<file path="src/rtl/jk_ctrl_pkg.sv">
// Shared opcodes, FSM states and J/K decode
// for the JK register bank sequencer.
package jk_ctrl_pkg;

  localparam logic [1:0] OP_SET = 2'b00;
  localparam logic [1:0] OP_CLR = 2'b01;
  localparam logic [1:0] OP_TGL = 2'b10;
  localparam logic [1:0] OP_LD  = 2'b11;

  typedef enum logic [1:0] {
    S_IDLE = 2'd0,
    S_EXEC = 2'd1,
    S_DONE = 2'd2
  } state_t;

  // Per-bit decode: returns {j,k}; unmasked bits hold
  function automatic logic [1:0] op_to_jk(
    input logic [1:0] op,
    input logic       mask,
    input logic       data
  );
    logic [1:0] jk;
    jk = 2'b00;
    if (mask) begin
      case (op)
        OP_SET:  jk = 2'b10;
        OP_CLR:  jk = 2'b01;
        OP_TGL:  jk = 2'b11;
        OP_LD:   jk = {data, ~data};
        default: jk = 2'b00;
      endcase
    end
    return jk;
  endfunction

endpackage

</file>
<file path="src/rtl/jk_reg_bank.sv">
// Bank of W JK flip-flops with shared clock
// and synchronous active-low reset.
module jk_reg_bank #(
  parameter int W = 8
) (
  input  logic         clk,
  input  logic         rst,
  input  logic [W-1:0] j,
  input  logic [W-1:0] k,
  output logic [W-1:0] q,
  output logic [W-1:0] qb
);

  logic [W-1:0] r_q;

  // JK next state: q+ = j&~q | ~k&q
  always_ff @(posedge clk) begin
    if (!rst) r_q <= '0;
    else      r_q <= (j & ~r_q) | (~k & r_q);
  end

  assign q  = r_q;
  assign qb = ~r_q;

endmodule

</file>
<file path="src/rtl/jk_bank_arbiter.sv">
// Round-robin arbiter and 3-state sequencer
// driving a shared JK register bank.
module jk_bank_arbiter
  import jk_ctrl_pkg::*;
#(
  parameter int W = 8
) (
  input  logic         clk,
  input  logic         rst,
  input  logic         req0,
  input  logic [1:0]   op0,
  input  logic [W-1:0] mask0,
  input  logic [W-1:0] data0,
  input  logic         req1,
  input  logic [1:0]   op1,
  input  logic [W-1:0] mask1,
  input  logic [W-1:0] data1,
  output logic         gnt0,
  output logic         gnt1,
  output logic         done0,
  output logic         done1,
  output logic         busy,
  output logic [W-1:0] q,
  output logic [W-1:0] qb
);

  state_t       r_state;
  logic         r_win;
  logic         r_rr;
  logic [1:0]   r_op;
  logic [W-1:0] r_mask;
  logic [W-1:0] r_data;
  logic         r_gnt0;
  logic         r_gnt1;
  logic         r_done0;
  logic         r_done1;
  logic         r_busy;

  logic         w_pick;
  logic [W-1:0] w_j;
  logic [W-1:0] w_k;

  // Single requester wins outright; on a tie rr_ptr decides
  assign w_pick = (req0 & req1) ? r_rr : req1;

  // Sequencer: capture in IDLE, drive J/K in EXEC, pulse done in DONE
  always_ff @(posedge clk) begin
    if (!rst) begin
      r_state <= S_IDLE;
      r_win   <= 1'b0;
      r_rr    <= 1'b0;
      r_op    <= OP_SET;
      r_mask  <= '0;
      r_data  <= '0;
      r_gnt0  <= 1'b0;
      r_gnt1  <= 1'b0;
      r_done0 <= 1'b0;
      r_done1 <= 1'b0;
      r_busy  <= 1'b0;
    end else begin
      unique case (r_state)
        S_IDLE: begin
          if (req0 | req1) begin
            r_win   <= w_pick;
            r_op    <= w_pick ? op1   : op0;
            r_mask  <= w_pick ? mask1 : mask0;
            r_data  <= w_pick ? data1 : data0;
            r_gnt0  <= ~w_pick;
            r_gnt1  <= w_pick;
            r_busy  <= 1'b1;
            r_state <= S_EXEC;
          end
        end
        S_EXEC: begin
          r_gnt0  <= 1'b0;
          r_gnt1  <= 1'b0;
          r_done0 <= ~r_win;
          r_done1 <= r_win;
          r_state <= S_DONE;
        end
        S_DONE: begin
          r_done0 <= 1'b0;
          r_done1 <= 1'b0;
          r_rr    <= ~r_win;
          r_busy  <= 1'b0;
          r_state <= S_IDLE;
        end
        default: begin
          r_gnt0  <= 1'b0;
          r_gnt1  <= 1'b0;
          r_done0 <= 1'b0;
          r_done1 <= 1'b0;
          r_busy  <= 1'b0;
          r_state <= S_IDLE;
        end
      endcase
    end
  end

  // Bank only sees a live command during EXEC
  for (genvar gi = 0; gi < W; gi++) begin : g_jk
    assign {w_j[gi], w_k[gi]} = (r_state == S_EXEC)
      ? op_to_jk(r_op, r_mask[gi], r_data[gi])
      : 2'b00;
  end

  jk_reg_bank #(.W(W)) u_bank (
    .clk (clk),
    .rst (rst),
    .j   (w_j),
    .k   (w_k),
    .q   (q),
    .qb  (qb)
  );

  assign gnt0  = r_gnt0;
  assign gnt1  = r_gnt1;
  assign done0 = r_done0;
  assign done1 = r_done1;
  assign busy  = r_busy;

endmodule

</file>
<file path="config.mk">
export PLATFORM = sky130hd
export DESIGN_NAME = jk_bank_arbiter
export DESIGN_NICKNAME = d
export VERILOG_FILES = /design/src/rtl/jk_ctrl_pkg.sv /design/src/rtl/jk_reg_bank.sv /design/src/rtl/jk_bank_arbiter.sv
export SDC_FILE = /design/constraint.sdc
export NUM_CORES = 1
export LEC_CHECK = 0
export CAP_MARGIN = 20
export CORE_MARGIN = 5
export CORE_UTILIZATION = 41
export CTS_CLUSTER_DIAMETER = 200
export DETAILED_ROUTE_END_ITERATION = 10
export PLACE_DENSITY_LB_ADDON = 0.15
export SETUP_SLACK_MARGIN = 0.1
export SLEW_MARGIN = 20
export SYNTH_ARGS = -nofsm -noshare
export SYNTH_HDL_FRONTEND = slang
export SYNTH_SLANG_ARGS = --single-unit
</file>
<file path="constraint.sdc">
create_clock -name clk -period 1.3 [get_ports clk]
set_input_delay 0.26 -clock clk [delete_from_list [all_inputs] [get_ports clk]]
set_output_delay 0.26 -clock clk [all_outputs]
set_load 0.01 [all_outputs]
</file>
==> metrics, run 1 <==
worst clock skew 2.293 ps; classification of the worst-slack hold path in2reg; post-detailed-placement half-perimeter wirelength 3385 um; floorplan row count 24; Critical R2R Launch r_state[1]$_SDFFE_PN0N_; via count normalized by instance count 5.676; type of the worst setup path reg2reg; Buf/Inv on CP 1; internal power 2.151 mW; Finish-stage setup viols 0; commonest non-fill, non-tap cell in the layout sky130_fd_sc_hd__clkdlybuf4s50_1; count of nets after finishing 317; cell chain of the critical path nor2_2 -> o21ai_2 -> buf_4 -> o311a_1; number of nets still failing antenna checks after routing 0; routed length per placed instance 16.55 um; initial antenna violation count 0; Initial Util 0.4275; number of enable-type register cells in the synthesized netlist 0; Rel. slew slack 0.7974; cell count after placement 305; maximum single-stage delay on the critical path 350 ps; number of clock sinks 35; total vias in the final route 1873; summed area of non-filler cells in the final layout 2865 sq um; pin count of the biggest net entering global routing 23; crit path max-delay cell type sky130_fd_sc_hd__o311a_1; setup slack on the worst flop-to-flop path 90 ps; Total Routing Usage GR 0.1727; Die Span X 77.61 um; leading cell types in the layout, fill and taps excluded sky130_fd_sc_hd__clkdlybuf4s50_1 (36), sky130_fd_sc_hd__dfxtp_1 (23), sky130_fd_sc_hd__buf_4 (22); final cell utilization of the core 0.6535; number of buffers inserted by port buffering 60; capture instance of the worst register-to-register path r_mask[7]$_SDFFE_PN0P_; Worst Min Path Start rst; drt first pass iters 5; Storage cell area 715.7 sq um; synthesized cell area 1874 sq um; number of cells on the worst hold path 3; IO Pins 61; maximum capacitance violations 0; unrepaired setup endpoints after global routing yes; number of register bits inferred by synthesis 35; clock slew at reported path FFs 70 ps; share of final-layout standard cells stronger than drive strength 1 0.2662; worst hold slack after final layout 440.1 ps; switching part of the total 0.2729; Post-Route WL 5462 um; count of distinct cell types in the synthesized netlist 31; Syn. warnings 0; buffer depth of the longest clock path 2; Static Leak 1.235 nW; area overhead of the layout relative to synthesis 52.87%; Root Buffer sky130_fd_sc_hd__clkbuf_8; maximum VDD drop 604.8 uV; kind of end point of the critical path flip-flop; final worst-path cycle share 0.9346; TritonCTS clock tree yes; crit-path max FO 8; final slew viol count 0; Min Clock Period, post-route 1215 ps; largest delay contributor family on the critical path compound AO/OA/AOI/OAI gates; # diodes 0; Max Clk Rate 823.1 MHz; synthesized instance count 199; Worst-Skew Late Latency 280 ps; R2R cell count 4; die footprint 6023 sq um; part of the total power dissipated in sequential elements 0.423; total CTS buffers 5; Post-CTS Hold Fix Bufs 0; result of the run finished, final reports clean; post-placement cell area 2542 sq um; total congestion overflow 0; Main synth FF type sky130_fd_sc_hd__dfxtp_1; DIE HEIGHT 77.61 um; area taken by multi-input logic gates 1071 sq um; hold path endpoint busy$_SDFFE_PN0P_; drt first-iter violations 138; # DRC 0; sequential area share after synthesis 0.3738; fraction of registers with async set/reset 0; critical path required time 1470 ps; via count of the first global-routing pass 1779; launching element type of the critical path flip-flop; net switching power of the design 807.4 uW; first-pass GRT wire length 8590 um; power per standard cell area 1033 nW/um^2; transition time at the pin with the least slew margin 303.4 ps; Synth Net Count 239; average instance area after synthesis 9.419 sq um; final RePlAce weighted congestion 0.7499; share of power burned in combinational logic 0.288; H-tree depth reported by CTS 2; critical path data arrival time 1380 ps; Final Instance Count excl. Fillers 330; Placeable Area 4384 sq um; clock network power share 0.289; fill cell instance count of the final layout 360; count of final hold-check violations 0
==> final cells by class <==
cell class                 instances  area share
multi-input combinational        135      0.3738
timing repair buffer              89      0.3026
sequential                        35      0.2498
clock buffer                       8     0.03493
tap                               52     0.02271
inverter                          10     0.01441
timing repair inverter             1    0.001747
==> flip-flops by register name (all words and copies together), names as in the netlist, 2 cells and up <==
register	count
r_data	8
r_mask	8
r_op	2
r_state	2
u_bank.q	8
==> metrics by stage <==
stage / power, mW / TNS (ps) / worst slack [ps]
final: 2.959 / 0 / 85.02
after detailed placement: 2.007 / -8892 / -413.8
after floorplan: 1.715 / 0 / 95.74
after global routing: 3.096 / 0 / 15.61
after CTS: 2.918 / 0 / 87.17
after global placement: 1.999 / -8240 / -383.3
==> kinds of logic (layout without fill, tap and decap cells) <==
kind of cell / count (synthesis) / in the layout / share of synthesized area
AO/OA/AOI/OAI: 85 / 85 / 0.3745
AND/OR/NAND/NOR: 45 / 49 / 0.1422
flip-flops: 35 / 35 / 0.3738
buffers and inverters: 33 / 108 / 0.1041
multiplexers: 1 / 1 / 0.005341
==> worst max path at each step <==
stage,startpoint,cells past startpoint,slack (ps),to
after detailed placement,req0,4,-410,r_mask[7]$_SDFFE_PN0P_
after global placement,req0,4,-380,r_data[3]$_SDFFE_PN0P_
after CTS,r_state[1]$_SDFFE_PN0N_,5,90,r_mask[6]$_SDFFE_PN0P_
after global routing,r_state[1]$_SDFFE_PN0N_,5,20,r_data[0]$_SDFFE_PN0P_
after floorplan,r_rr$_SDFFE_PN0N_,5,100,r_data[2]$_SDFFE_PN0P_
final,r_state[1]$_SDFFE_PN0N_,4,90,r_mask[7]$_SDFFE_PN0P_
==> per-layer routing <==
metal	share of wire	up-vias	GRT usage	wire (um)
met5	0	-	0	0
met2	0.48	79	0.2763	2608
li1	-	908	-	-
met3	0.069	6	0.04167	379
met1	0.44	880	0.2262	2423
met4	0.0092	0	0.06014	50
==> power groups by stage <==
stage / clock network [mW] / logic, mW / registers (mW)
detailed placement: 0 / 0.740 / 1.27
CTS: 0.876 / 0.796 / 1.25
floorplan: 0 / 0.460 / 1.26
global route: 0.918 / 0.913 / 1.26
global placement: 0 / 0.732 / 1.27
finish: 0.855 / 0.851 / 1.25
==> worst min-delay path: stages <==
cell and delay [ps]:
sky130_fd_sc_hd__dlymetal6s2s_1 210, sky130_fd_sc_hd__nand2b_1 160, sky130_fd_sc_hd__a21oi_1 50
==> cells in the mapped netlist (2+ instances only) <==
library cell               count  area (sq um)
sky130_fd_sc_hd__buf_2         6         30.03
sky130_fd_sc_hd__nand2b_1      2         12.51
sky130_fd_sc_hd__o311a_1      18         180.2
sky130_fd_sc_hd__dfxtp_1      35         700.7
sky130_fd_sc_hd__a211oi_1      3         22.52
sky130_fd_sc_hd__o21bai_2      9         101.4
sky130_fd_sc_hd__buf_4         3         22.52
sky130_fd_sc_hd__buf_6         7         78.83
sky130_fd_sc_hd__a21boi_0     18         135.1
sky130_fd_sc_hd__a22o_1        7         61.31
sky130_fd_sc_hd__nand4_1       2         12.51
sky130_fd_sc_hd__inv_1        10         37.54
sky130_fd_sc_hd__a21oi_1      10         50.05
sky130_fd_sc_hd__nor2_1        5         18.77
sky130_fd_sc_hd__nand2_1       8         30.03
sky130_fd_sc_hd__a311oi_1      7         61.31
sky130_fd_sc_hd__clkbuf_1      7         26.28
sky130_fd_sc_hd__o21bai_1     10         75.07
sky130_fd_sc_hd__and3_1       18         112.6
sky130_fd_sc_hd__and4b_1       2         20.02
sky130_fd_sc_hd__o21ai_1       2         10.01
==> repair_timing <==
item | CTS | global route
setup buffers | 10 | 0
resized for setup | 60 | 14
cloned | 4 | 3
pin swaps | 4 | 11
setup endpoints to repair | 44 | 31
No activity file was read; power rests on OpenSTA's default activity.
==> run 2: changes to the inputs <==
- TNS_END_PERCENT: default -> 100
==> results of run 2 <==
Same layout as run 1: the final DEF is identical, and so are final timing and power.
